$ cat src/rtl/uart_tx_arbiter.sv
// Round-robin arbiter sharing one txuartlite between NREQ packet producers.
// A grant lasts a whole packet; a watchdog revokes it from a stalled owner.
module uart_tx_arbiter #(
   parameter int unsigned NREQ    = 3,
   parameter logic [23:0] TIMEOUT = 24'd100000
) (
   input  logic              i_clk,
   input  logic              i_reset_n,
   input  logic [NREQ-1:0]   i_req,
   input  logic [NREQ-1:0]   i_valid,
   input  logic [8*NREQ-1:0] i_data,
   input  logic [NREQ-1:0]   i_last,
   output logic [NREQ-1:0]   o_grant,
   output logic [NREQ-1:0]   o_ack,
   output logic [NREQ-1:0]   o_abort,
   output logic              o_busy,
   output logic              o_tx_stb,
   output logic [7:0]        o_tx_data,
   input  logic              i_tx_busy
);

   localparam int unsigned IdxW = (NREQ > 1) ? $clog2(NREQ) : 1;

   typedef enum logic [1:0] {StIdle, StArm, StGap} state_e;

   state_e          state;
   logic [IdxW-1:0] ptr;
   logic [IdxW-1:0] cur;
   logic [23:0]     wdog;
   logic            last_flag;

   logic [IdxW-1:0] pick;
   logic            pick_found;
   logic [NREQ-1:0] pick_onehot;
   logic [IdxW-1:0] nxt;
   logic            cur_req;
   logic            cur_valid;
   logic            cur_last;
   logic [7:0]      cur_data;

   // First pass covers indices at/after the pointer, second pass the wrapped part.
   always_comb begin
      pick        = '0;
      pick_found  = 1'b0;
      pick_onehot = '0;
      for (int k = 0; k < int'(NREQ); k++) begin
         if (!pick_found && i_req[k] && (IdxW'(k) >= ptr)) begin
            pick       = IdxW'(k);
            pick_found = 1'b1;
         end
      end
      for (int k = 0; k < int'(NREQ); k++) begin
         if (!pick_found && i_req[k]) begin
            pick       = IdxW'(k);
            pick_found = 1'b1;
         end
      end
      for (int k = 0; k < int'(NREQ); k++) begin
         pick_onehot[k] = pick_found && (pick == IdxW'(k));
      end
   end

   always_comb begin
      cur_req   = 1'b0;
      cur_valid = 1'b0;
      cur_last  = 1'b0;
      cur_data  = 8'h00;
      for (int k = 0; k < int'(NREQ); k++) begin
         if (cur == IdxW'(k)) begin
            cur_req   = i_req[k];
            cur_valid = i_valid[k];
            cur_last  = i_last[k];
            cur_data  = i_data[8*k +: 8];
         end
      end
      nxt = (cur == IdxW'(NREQ - 1)) ? '0 : cur + IdxW'(1);
   end

   always_ff @(posedge i_clk or negedge i_reset_n) begin
      if (!i_reset_n) begin
         state     <= StIdle;
         ptr       <= '0;
         cur       <= '0;
         wdog      <= '0;
         last_flag <= 1'b0;
         o_grant   <= '0;
         o_ack     <= '0;
         o_abort   <= '0;
         o_busy    <= 1'b0;
         o_tx_stb  <= 1'b0;
         o_tx_data <= 8'h00;
      end else begin
         o_ack    <= '0;
         o_abort  <= '0;
         o_tx_stb <= 1'b0;
         unique case (state)
            StIdle: begin
               if (pick_found) begin
                  o_grant <= pick_onehot;
                  o_busy  <= 1'b1;
                  cur     <= pick;
                  wdog    <= '0;
                  state   <= StArm;
               end
            end
            StArm: begin
               if (cur_valid && cur_req && !i_tx_busy) begin
                  o_tx_data <= cur_data;
                  o_tx_stb  <= 1'b1;
                  o_ack     <= o_grant;
                  last_flag <= cur_last;
                  state     <= StGap;
               end else if (!cur_req) begin
                  o_grant <= '0;
                  o_busy  <= 1'b0;
                  ptr     <= nxt;
                  state   <= StIdle;
               end else if (!i_tx_busy) begin
                  // Watchdog only runs while the UART itself is free to take a byte.
                  if (wdog == TIMEOUT - 24'd1) begin
                     o_abort <= o_grant;
                     o_grant <= '0;
                     o_busy  <= 1'b0;
                     ptr     <= nxt;
                     state   <= StIdle;
                  end else begin
                     wdog <= wdog + 24'd1;
                  end
               end
            end
            StGap: begin
               // One idle cycle lets txuartlite raise busy before the next accept.
               wdog <= '0;
               if (last_flag) begin
                  o_grant <= '0;
                  o_busy  <= 1'b0;
                  ptr     <= nxt;
                  state   <= StIdle;
               end else begin
                  state <= StArm;
               end
            end
            default: state <= StIdle;
         endcase
      end
   end

endmodule
$ cat config.mk
export PLATFORM = sky130hd
export DESIGN_NAME = uart_tx_arbiter
export DESIGN_NICKNAME = d
export VERILOG_FILES = /design/src/rtl/uart_tx_arbiter.sv
export SDC_FILE = /design/constraint.sdc
export NUM_CORES = 1
export LEC_CHECK = 0
export CAP_MARGIN = 20
export CORE_ASPECT_RATIO = 1.5
export CORE_MARGIN = 2
export CORE_UTILIZATION = 40
export CTS_BUF_LIST = sky130_fd_sc_hd__clkbuf_4 sky130_fd_sc_hd__clkbuf_8 sky130_fd_sc_hd__clkbuf_16
export DETAILED_ROUTE_END_ITERATION = 7
export HOLD_SLACK_MARGIN = 0.15
export PLACE_DENSITY = 0.69
export SLEW_MARGIN = 20
export SYNTH_ARGS = -nofsm -noshare
export SYNTH_HDL_FRONTEND = slang
export SYNTH_SLANG_ARGS = --single-unit
$ cat constraint.sdc
create_clock -name i_clk -period 2 [get_ports i_clk]
set_clock_uncertainty 0.05 [all_clocks]
set_input_delay 0.3 -clock i_clk [delete_from_list [all_inputs] [get_ports i_clk]]
set_output_delay 0.3 -clock i_clk [all_outputs]
set_load 0.005 [all_outputs]
==> metrics.csv <==
metric;value;unit
unrepaired_setup_endpoints_after_global_routing;true;
p_leak;1.855;nW
post-synth-top-area-fraction;42.94;%
power_switching_share;38.03;%
cts.root.buffer_cell;clkbuf_8;
antenna_cells;0;
grt_first_pass_wirelength;13800;um
slew-limit-headroom;67.20;%
cellInternalPower;3.002;mW
die_width;73.69;um
mappedNetlistArea;2914;sq um
synth_nets;348;
clk_transition_reported_paths;0.09;ns
worstPathRequired;2.19;ns
postSynthRegisterBits;50;
vdd_drop_max;0.0006926;V
finalHoldWorstSlack;0.4360;ns
synth_edf_count;0;
drt-initial-drc-count;239;
synth.yosys.seq_area_share;42.94;%
core_area;7132;sq um
utilization;62.54;%
die_h;108.5;um
port-buffer-count;54;
postSynthAreaPerCell;9.492;sq um
synth_top_flop_cell;dfrtp_1;
worstSetupEndpointType;register;
finalWeightedCongestion;0.8259;
critical_path_arrival;2.30;ns
antenna_found_initial;0;
cts-buffers-inserted;5;
post-route-period-util;105.6;%
max-cap-violations;0;
status;complete, but fails checks;
fin_crit;2.113;ns
start_util;40.86;%
clk-insertion-delay-late;0.31;ns
detail_route.first_pass.iterations;4;
detailroute.via_count;2938;
fmax;0.4733;GHz
netSwitchingPower;1.842;mW
drive_above_1_share;31.67;%
clock-sinks;50;
core.rowCount;38;
grt_usage;22.27;%
slew_viol_final;0;
io_pins;55;
vias_per_cell;5.876;
seq_power_share;28.5;%
violated_checks;setup timing;
yosys.area.top_type;dfrtp_1;
drc_errors;0;
criticalPathCategory;reg -> reg;
area.growth.synth_to_final;53.07;%
clk_path_buf_depth;2;
worst_slew_pin_slew;0.4920;ns
ys.warnings.count;0;
num-nets-final;461;
clock_tree.htree_level_count;2;
grt_overflow;0;
grt_start_max_net_pins;31;
p_comb_share;59.1;%
yosys-top-cells-area;dfrtp_1 (43%), mux2i_1 (5.5%), a21oi_1 (5.0%), o31ai_1 (4.1%), or4_1 (3.6%);
avgRoutedWirePerCell;17.54;um
timing.final.hold_violations;0;
final_antenna_net_count;0;
route.final.wire_length;8772;um
critPathLaunchType;register;
total_power;4.844;mW
tritoncts;yes;
die_area;7998;sq um
place_hpwl;5773;um
worst_hold_path_type;reg -> reg;
layout_commonest_cell;buf_4;
cp_max_fo;8;
async_flop_share;100.0;%
final_cell_mix;buf_4 (57), clkdlybuf4s50_1 (50), dfrtp_1 (47), nand2_1 (25), a21oi_1 (21);
postLayoutSetupSlackWorst;-0.1130;ns
synth_cell_types;49;
power_density;1086;nW/um^2
grt_pass1_vias;2886;
postSynthCellCount;307;
report.final.setup_viol;23;
power.clock.fraction;12.4;%
==> state kept, by name, indices dropped and copies added (netlist names) <==
name and count:
o_grant 3, o_abort 3, o_tx_data 8, cur 2
state 2, o_tx_stb 1, o_busy 1, o_ack 3
ptr 2, wdog 24, last_flag 1
==> worst max-delay path: stages (launching register included) <==
cell	delay [ns]
dfrtp_2	0.46
mux2i_4	0.22
o311ai_4	0.32
o21ai_4	0.17
buf_8	0.17
or4_1	0.52
a21oi_1	0.14
==> routing by layer <==
metal | wire length, um | track usage (%)
met5 | 0 | 0
met4 | 261 | 7.922
met3 | 473 | 4.194
met2 | 4856 | 40.31
met1 | 3181 | 25.46
==> logic make-up (layout without fill, tap and decap cells) <==
logic type               count (synthesis)  count (layout)  synth area share [%]
AND/OR/NAND/NOR                        127             127                 25.55
AO/OA/AOI/OAI                           78              78                 17.65
flip-flops                              50              50                 42.94
buffers and inverters                   25             138                 3.821
adder cells (fa/ha/maj)                  5               5                 2.147
multiplexers                            22              22                 7.900
==> through the flow <==
step,area [sq um],setup slack [ns],TNS (ns),cells
3_5_place_dp,3887,-0.4385,-10.30,476
5_1_grt,4461,-0.2089,-4.819,500
3_3_place_gp,3887,-0.3707,-8.950,476
2_1_floorplan,2914,0.001581,0,307
4_1_cts,4168,-0.03416,-0.4284,491
6_report,4461,-0.1130,-1.422,500
==> repair_timing <==
action	in CTS	in global routing
setup endpoints to repair	24	43
cloned	1	4
hold endpoints to repair	20	0
pin swaps	8	14
hold buffers	1	0
gates resized for setup	24	41
buffers inserted	6	5
==> cell type report <==
| type | count | area (sq um) |
|---|---|---|
| well taps | 80 | 100.1 |
| inverters | 7 | 26.28 |
| fillers | 586 | 2671 |
| flip-flops and latches | 50 | 1255 |
| multi-input cells | 232 | 1821 |
| clock buffers | 7 | 83.83 |
| repair buffers | 124 | 1175 |
==> worst paths after layout <==
| path | start | to | slack [ns] | cells after the start |
|---|---|---|---|---|
| worst max register to register | cur[0] | wdog[18] | -0.11 | 6 |
| max in group asynchronous | i_reset_n | wdog[6] | 0.91 | 3 |
| worst min register to register | o_tx_data[2] | o_tx_data[2] | 0.44 | 2 |
| min in group asynchronous | i_reset_n | wdog[17] | 0.45 | 2 |
| worst min-delay path | o_tx_data[2] | o_tx_data[2] | 0.44 | 2 |
| worst max-delay path | cur[0] | wdog[18] | -0.11 | 6 |
==> cells in the mapped netlist (all sizes together) (3+ instances only) <==
cell	count
nand2b	3
buf	9
nand4	8
o21ai	17
a21oi	29
clkbuf	9
o2bb2ai	3
mux2i	17
dfrtp	50
nor3	3
inv	7
or4	14
nor2	15
nor2b	3
o31ai	17
and2	9
nor4b	5
and3	4
or2	5
nand3	13
nand2	25
ha	5
nor4	4
and4	4
mux2	5
==> power groups by stage <==
stage | combinational, mW | sequential [mW] | clock [mW]
floorplan | 1.24 | 1.35 | 0
detailed placement | 2.23 | 1.38 | 0
CTS | 2.43 | 1.37 | 0.623
global route | 3.10 | 1.41 | 0.672
global placement | 2.19 | 1.37 | 0
finish | 2.86 | 1.38 | 0.603
No activity file was read; power rests on OpenSTA's default activity.
